[src/rtl/fwd_hazard_pkg.sv]
// Shared constants for the forwarding / hazard-control block: operand-select
// encoding, default sizing and the select-width helper.
package fwd_hazard_pkg;

  localparam int NUM_SRC_DEF  = 2;
  localparam int NUM_STG_DEF  = 2;
  localparam int AW_DEF       = 5;
  localparam int MAX_PEND_DEF = 4;
  localparam int CNT_W_DEF    = 32;

  // Operand mux select: 0 reads the register file, FWD_STG_BASE+k takes stage k.
  localparam int FWD_RF       = 0;
  localparam int FWD_STG_BASE = 1;

  function automatic int fwd_sel_width(input int num_stg);
    return (num_stg < 1) ? 1 : $clog2(num_stg + 1);
  endfunction

endpackage

[src/rtl/hazard_scoreboard.sv]
// Tracks registers awaiting a long-latency result (busy bits) and the number
// of operations outstanding in the long-latency unit.
module hazard_scoreboard
  import fwd_hazard_pkg::*;
#(
  parameter  int AW       = AW_DEF,
  parameter  int MAX_PEND = MAX_PEND_DEF,
  localparam int PW       = $clog2(MAX_PEND + 1)
) (
  input  logic               clk,
  input  logic               reset,
  input  logic               issue_valid,
  input  logic [AW-1:0]      issue_rd,
  input  logic               done_valid,
  input  logic [AW-1:0]      done_rd,
  output logic [2**AW-1:0]   busy_vec,
  output logic [PW-1:0]      pend_count
);

  logic [2**AW-1:0] busy_q, busy_d;
  logic [PW-1:0]    pend_q, pend_d;

  // Clear is applied before set so a same-cycle completion and reissue to one
  // register leaves it busy.
  always_comb begin
    busy_d = busy_q;
    if (done_valid) busy_d[done_rd] = 1'b0;
    if (issue_valid && (issue_rd != '0)) busy_d[issue_rd] = 1'b1;
    busy_d[0] = 1'b0;
  end

  always_comb begin
    pend_d = pend_q;
    if (issue_valid && !done_valid && (pend_q != PW'(MAX_PEND))) pend_d = pend_q + 1'b1;
    if (!issue_valid && done_valid && (pend_q != '0)) pend_d = pend_q - 1'b1;
  end

  always_ff @(posedge clk) begin
    if (reset) begin
      busy_q <= '0;
      pend_q <= '0;
    end else begin
      busy_q <= busy_d;
      pend_q <= pend_d;
    end
  end

  assign busy_vec   = busy_q;
  assign pend_count = pend_q;

`ifndef SYNTHESIS
  a_issue_when_full: assert property (@(posedge clk) disable iff (reset)
    !(issue_valid && !done_valid && (pend_q == PW'(MAX_PEND))));
  a_done_when_empty: assert property (@(posedge clk) disable iff (reset)
    !(done_valid && !issue_valid && (pend_q == '0)));
`endif

endmodule

[src/rtl/fwd_hazard_scoreboard.sv]
// Operand forwarding priority encoders, load-use / scoreboard / capacity stall
// generation, branch flushes and a saturating stall-cycle counter.
module fwd_hazard_scoreboard
  import fwd_hazard_pkg::*;
#(
  parameter  int NUM_SRC  = NUM_SRC_DEF,
  parameter  int NUM_STG  = NUM_STG_DEF,
  parameter  int AW       = AW_DEF,
  parameter  int MAX_PEND = MAX_PEND_DEF,
  parameter  int CNT_W    = CNT_W_DEF,
  localparam int SW       = fwd_sel_width(NUM_STG),
  localparam int PW       = $clog2(MAX_PEND + 1)
) (
  input  logic                  clk,
  input  logic                  reset,
  input  logic [NUM_SRC*AW-1:0] RsD,
  input  logic [AW-1:0]         RdD,
  input  logic                  RegWriteD,
  input  logic                  LongOpD,
  input  logic [NUM_SRC*AW-1:0] RsE,
  input  logic [AW-1:0]         RdE,
  input  logic                  LoadE,
  input  logic                  LongIssueE,
  input  logic                  PCSrcE,
  input  logic [NUM_STG*AW-1:0] RdStg,
  input  logic [NUM_STG-1:0]    RegWriteStg,
  input  logic                  LongDoneValid,
  input  logic [AW-1:0]         LongDoneRd,
  output logic [NUM_SRC*SW-1:0] FwdSel,
  output logic                  StallF,
  output logic                  StallD,
  output logic                  FlushD,
  output logic                  FlushE,
  output logic [2**AW-1:0]      BusyVec,
  output logic [PW-1:0]         PendCount,
  output logic [CNT_W-1:0]      StallCount
);

  logic             load_use, sb_haz, cap_haz, stall;
  logic [CNT_W-1:0] stall_count_q, stall_count_d;

  hazard_scoreboard #(.AW(AW), .MAX_PEND(MAX_PEND)) u_sb (
    .clk        (clk),
    .reset      (reset),
    .issue_valid(LongIssueE),
    .issue_rd   (RdE),
    .done_valid (LongDoneValid),
    .done_rd    (LongDoneRd),
    .busy_vec   (BusyVec),
    .pend_count (PendCount)
  );

  // Scanning oldest to youngest lets the youngest matching stage win.
  always_comb begin
    logic [AW-1:0] rs;
    logic [SW-1:0] sel;
    rs     = '0;
    sel    = '0;
    FwdSel = '0;
    for (int i = 0; i < NUM_SRC; i++) begin
      rs  = RsE[i*AW +: AW];
      sel = SW'(FWD_RF);
      for (int k = NUM_STG - 1; k >= 0; k--) begin
        if (RegWriteStg[k] && (RdStg[k*AW +: AW] == rs) && (rs != '0))
          sel = SW'(FWD_STG_BASE + k);
      end
      FwdSel[i*SW +: SW] = sel;
    end
  end

  always_comb begin
    logic [AW-1:0] rs;
    rs       = '0;
    load_use = 1'b0;
    sb_haz   = RegWriteD && (RdD != '0) && BusyVec[RdD];
    for (int i = 0; i < NUM_SRC; i++) begin
      rs = RsD[i*AW +: AW];
      if (LoadE && (RdE != '0) && (RdE == rs)) load_use = 1'b1;
      if ((rs != '0) && BusyVec[rs]) sb_haz = 1'b1;
    end
    cap_haz = LongOpD && (PendCount == PW'(MAX_PEND));
    stall   = load_use | sb_haz | cap_haz;
  end

  assign StallF = stall;
  assign StallD = stall;
  assign FlushD = PCSrcE;
  assign FlushE = stall | PCSrcE;

  always_comb begin
    stall_count_d = stall_count_q;
    if (stall && (stall_count_q != '1)) stall_count_d = stall_count_q + 1'b1;
  end

  always_ff @(posedge clk) begin
    if (reset) stall_count_q <= '0;
    else       stall_count_q <= stall_count_d;
  end

  assign StallCount = stall_count_q;

endmodule

[config.mk]
export PLATFORM = sky130hd
export DESIGN_NAME = fwd_hazard_scoreboard
export DESIGN_NICKNAME = d
export VERILOG_FILES = /design/src/rtl/fwd_hazard_pkg.sv /design/src/rtl/hazard_scoreboard.sv /design/src/rtl/fwd_hazard_scoreboard.sv
export SDC_FILE = /design/constraint.sdc
export NUM_CORES = 1
export LEC_CHECK = 0
export BUFFER_PORTS_ARGS = -buffer_cell sky130_fd_sc_hd__buf_2
export CELL_PAD_IN_SITES_DETAIL_PLACEMENT = 1
export CELL_PAD_IN_SITES_GLOBAL_PLACEMENT = 1
export CORE_MARGIN = 4
export CORE_UTILIZATION = 38
export CTS_CLUSTER_SIZE = 24
export DETAILED_ROUTE_END_ITERATION = 10
export PLACE_DENSITY = 0.84
export SETUP_SLACK_MARGIN = 0.1
export SYNTH_ARGS = -nofsm -noshare
export SYNTH_HDL_FRONTEND = slang
export SYNTH_SLANG_ARGS = --single-unit
[constraint.sdc]
create_clock -name clk -period 3.4 [get_ports clk]
set_input_delay 0.17 -clock clk [delete_from_list [all_inputs] [get_ports clk]]
set_output_delay 0.17 -clock clk [all_outputs]
set_load 0.02 [all_outputs]
# Word level (Yosys, flattened, before mapping)
# Cells that the tools add are included.
# op_classes
n_reduce_logical	34
n_shift	0
magnitude_cmp	7
add_sub_neg	3
n_eq_ne	9
div_mod_pow	0
mux	22
bitwise_logic	6
mul	0
# ops
cell	n
$mux 32	2
$add 32x1->32 const B	1
$and 32x32->32	1
$ne 32x32->1 const B	1
$not 32->32	1
$or 32x32->32	1
$eq 5x5->1	6
$lt 5x6->1 const B	5
$reduce_bool 5->1	6
$logic_and 1x1->1	24
$bmux 1 s5	3
$demux 1 s5	2
$ge 5x1->1 const B	2
$mux 1	9
$mux 2	4
$mux 3	2
$add 3x1->3 const B	1
$eq 3x3->1 const B	1
$ne 3x3->1 const B	1
$or 1x1->1	3
$reduce_bool 3->1	1
$sub 3x1->3 const B	1
$logic_not 1->1	2
$reduce_bool 2->1	1
# word_totals
latchBits	0
output_inout_bits	75
mem_count	0
inputBits	55
ramBits	0
ff_bits	67
romBits	0

# Depth between registers and ports, before layout
# logic_depth
word_depth	9
ltp_mapped	12
ltp_nobuf	9

# Modules after synthesis
# A second synthesis with hierarchy kept.
# hier_totals
cells_unflattened	529
area_unflattened_um2	4458.0
# modules_own_cells
mod	n_inst	cells_per_inst	seq_area_each_um2	area_each_um2
fwd_hazard_scoreboard	1	350	640.6	2979.1
hazard_scoreboard	1	179	680.7	1478.9

# Least setup slack after synthesis
# Ideal clock, no wire load.
# synth_timing
path_kind	reg2reg
start	register stall_count_q[0] (netlist: StallCount[0])
end	register stall_count_q[4] (netlist: StallCount[4])
path_slack_ns	0.849
synth_period_minus_slack_ns	2.551
stages_incl_launch_ff	10
arrival_ns	2.428
cell_sequence	dfxtp_1 -> ha_1 -> nand4_1 -> nor2_1 -> nand3_1 -> or2_2 -> clkbuf_1 -> nand2_1 -> nor3_1 -> mux2_1
# synth_between
elab_chain_cells	2
word_cells_on_any_way	3
# synth_rtl
item	line_no	rtl
start: declaration	fwd_hazard_scoreboard.sv:40	logic [CNT_W-1:0] stall_count_q, stall_count_d;
start signal: assignment	fwd_hazard_scoreboard.sv:97	else stall_count_q <= stall_count_d;
parallel branches: the longest is 2 deep, another holds $add 32x1->32	-	
# Parallel ways; which one is timed is not known.
# A chain may end at the register's enable or synchronous reset.

# Worst setup path in the final report
# layout_timing
start	register u_sb.busy_q[4] (netlist: u_sb.busy_vec[4])
end	register stall_count_q[6] (netlist: StallCount[6])
# layout_between
elab_chain_cells	8
word_cells_on_any_way	14
# layout_rtl
item	line_no	rtl
start: declaration	hazard_scoreboard.sv:20	logic [2**AW-1:0] busy_q, busy_d;
start signal: assignment	hazard_scoreboard.sv:43	busy_q <= busy_d;
$bmux 1 s5, on equally long branches	fwd_hazard_scoreboard.sv:75, fwd_hazard_scoreboard.sv:79	
$mux 1, on equally long branches	fwd_hazard_scoreboard.sv:75, fwd_hazard_scoreboard.sv:79	
$logic_and 1x1->1, on equally long branches	fwd_hazard_scoreboard.sv:75, fwd_hazard_scoreboard.sv:79	
$mux 1	fwd_hazard_scoreboard.sv:79	if ((rs != '0) && BusyVec[rs]) sb_haz = 1'b1;
$mux 1 *	fwd_hazard_scoreboard.sv:79	
$or 1x1->1 * (2 in series)	fwd_hazard_scoreboard.sv:82	stall = load_use | sb_haz | cap_haz;
$logic_and 1x1->1 *	fwd_hazard_scoreboard.sv:92	if (stall && (stall_count_q != '1)) stall_count_d = stall_count_q + 1'b1;
# Mark *: on every way between the ends. The rest lies on a longest branch, timed or not. The select of a mux whose other input is x is not followed.

==> results.py <==
metrics = {
    "synth": {
        "ys_ff_latch": 66,
        "ys_warn_count": 0,
        "synth_nets": 613,
        "synth_most_common_cell": "dfxtp_1",
        "synth_top_area_frac": 0.292,
        "synth_flop_cell": "dfxtp_1",
        "ys_seq_area_frac": 0.292,
        "yosysTopAreaCell": "dfxtp_1",
        "synth_commonest_cells": "dfxtp_1, nand2_1, a21oi_1",
        "synth_edf_count": 0,
        "synth_area_per_cell_um2": 8.14,
        "ys_types": 55,
        "synth_area_um2": 4520,
        "synth-async-reset-ratio": 0,
        "ys_top_cells_by_area": "dfxtp_1, mux4_2, a21oi_1",
        "netlist_instances": 556,
    },
    "global_routing": {
        "antenna_found_initial": 0,
        "grt_pass1_vias": 4948,
        "grt_pass1_wl_um": 24900,
        "grt_max_degree": 51,
        "gr-total-overflow": 0,
        "grt.total_usage": 0.233,
    },
    "detailed_routing": {
        "drc": 0,
        "drt-pass1-iter-count": 5,
        "ant_nets": 0,
        "wl_met3_um": 1010,
        "num_vias": 4850,
        "drt_wl_total_um": 15900,
        "drt_iter0_drc": 315,
        "wl_met2_um": 8160,
        "highest_layer": "met4",
        "met1_length_um": 6350,
        "vias_per_cell": 5.97,
        "wl_per_cell_um": 19.6,
    },
    "clocking": {
        "cts_tree": "done",
        "cts_max_level": 3,
        "numCtsBuffers": 9,
        "path_clk_slew_ps": 60,
        "numClockSinks": 66,
        "post_cts_buffers": 0,
        "cts-resized-gates": 0,
        "clockBufferDepth": 2,
        "root_buffer": "clkbuf_16",
        "holdBufCountCts": 0,
        "clock_latency_ps": 340,
    },
    "power": {
        "peakVddDrop_mv": 0.207,
        "p_leak_uw": 0.00227,
        "clkPwrFrac": 0.533,
        "combPwrFrac": 0.138,
        "finalPower_uw": 2450,
        "p_int_uw": 1850,
        "seqPwrFrac": 0.329,
        "switchingPower_uw": 600,
        "cellPowerDensity_nw_per_um2": 435,
        "swShare": 0.245,
    },
    "sta": {
        "setup_ws_ps": 310,
        "fin_crit_ps": 3090,
        "grt_setup_unrepaired": "no",
        "post-route-period-util": 0.909,
        "tightest_slew_ps": 1100,
        "setup_tns_ps": 0,
        "clock_skew_ps": 5.09,
        "clock.fmax_mhz": 324,
        "hold_viol_final": 0,
        "slew_headroom": 0.262,
        "maxSlewViolCount": 0,
        "setup_viol": 0,
    },
    "worst_setup_path": {
        "end_kind": "flip-flop",
        "worstSetupPathType": "flip-flop to flip-flop",
        "crit_path_max_fanout": 47,
        "cp.required_ps": 3620,
        "startpoint_type": "flip-flop",
        "cp.arrival_ps": 3320,
    },
    "floorplanning": {
        "pin_count": 130,
        "dieArea_um2": 13700,
        "die_h_um": 117,
        "row_count": 39,
        "core_um2": 11500,
        "die_w_um": 117,
        "initial_utilization": 0.393,
    },
    "placed_design": {
        "post-dp-hpwl_um": 12000,
        "pre_cts_ws_ps": 332,
        "gp_congestion": 0.947,
        "port_buffers": 128,
        "placed_cell_area_um2": 5220,
    },
    "layout": {
        "diodes": 0,
        "utilization": 0.489,
        "area_growth_pct": 24.4,
        "nets": 722,
        "nFillCells": 1447,
        "finalInstanceArea_um2": 5630,
        "drive_above_1_share": 0.264,
    },
    "outcome": {
        "status": "completed",
    },
    "flow_run": {
        "drv_cap": 0,
    },
    "min_path": {
        "hp-class": "primary input to flip-flop",
    },
}
-- metrics by stage --
step                      cells  hold slack, ps
after floorplan             556             434
after global routing        813             347
after global placement      797             493
after CTS                   813             294
after detailed placement    797             504
final                       813             303
-- cell usage in the layout (no fill, tap or decap), types with 9 or more instances in the layout --
cell,instances
xnor2_1,21
mux2_1,13
nor3_1,17
dfxtp_1,66
nor2_1,41
nand2_1,59
clkbuf_16,9
nor2b_1,21
or3_1,11
a21oi_1,48
nand3_1,25
nand4_1,14
o21ai_0,36
xor2_1,11
buf_2,128
mux2i_1,17
mux4_2,14
-- cells by family (layout without fill, tap and decap cells) --
| logic type | Yosys count | in the layout | synth area share |
|---|---|---|---|
| AOI/OAI and AO/OA | 119 | 119 | 0.148 |
| xor gates and xnor gates | 32 | 32 | 0.0619 |
| adders and majority gates | 2 | 2 | 0.00719 |
| buffers and inverters | 43 | 157 | 0.0462 |
| DFF | 66 | 66 | 0.292 |
| muxes | 52 | 52 | 0.163 |
| other | 1 | 1 | 0.000829 |
| and+or+nand+nor | 241 | 241 | 0.281 |
-- state kept, by name, indices dropped and copies added, names as in the netlist --
register and count:
u_sb.pend_count 3, StallCount 32, u_sb.busy_vec 31
-- area by class of cell --
class                      instances  area (um^2)  share of cell area
multi-input combinational        447         2990               0.532
sequential                        66         1320               0.235
timing repair buffer             133          691               0.123
clock buffer                       9          225              0.0400
clock inverter                     7          189              0.0336
tap                              143          179              0.0318
inverter                           8         30.0             0.00533
-- worst max-delay path, cell delays in order (launching register included) --
cell,delay (ps)
dfxtp_1,440
mux2i_1,130
nor3b_1,240
a311oi_1,90
o211a_1,220
a2111oi_0,560
and3b_1,280
buf_12,180
nor4b_1,420
mux2_2,390
-- power by group through the flow --
stage	combinational [uW]	sequential, uW	clock, uW
finish	338	806	1310
global route	370	808	1360
CTS	339	805	1320
detailed placement	336	822	0
global placement	320	821	0
floorplan	211	832	0
-- final timing paths --
kind | end | depth (start not counted) | slack [ps] | startpoint
max | StallCount[6] | 9 | 310 | u_sb.busy_vec[4]
min | u_sb.pend_count[2] | 4 | 300 | LongDoneValid
max reg2reg | StallCount[6] | 9 | 310 | u_sb.busy_vec[4]
min reg2reg | StallCount[29] | 2 | 520 | StallCount[29]
-- layer usage --
metal | vias up | track usage
li1 | 2252 | -
met1 | 2380 | 0.274
met2 | 186 | 0.422
met3 | 32 | 0.0308
met4 | 0 | 0.102
met5 | - | 0
No activity file was read; power rests on OpenSTA's default activity.
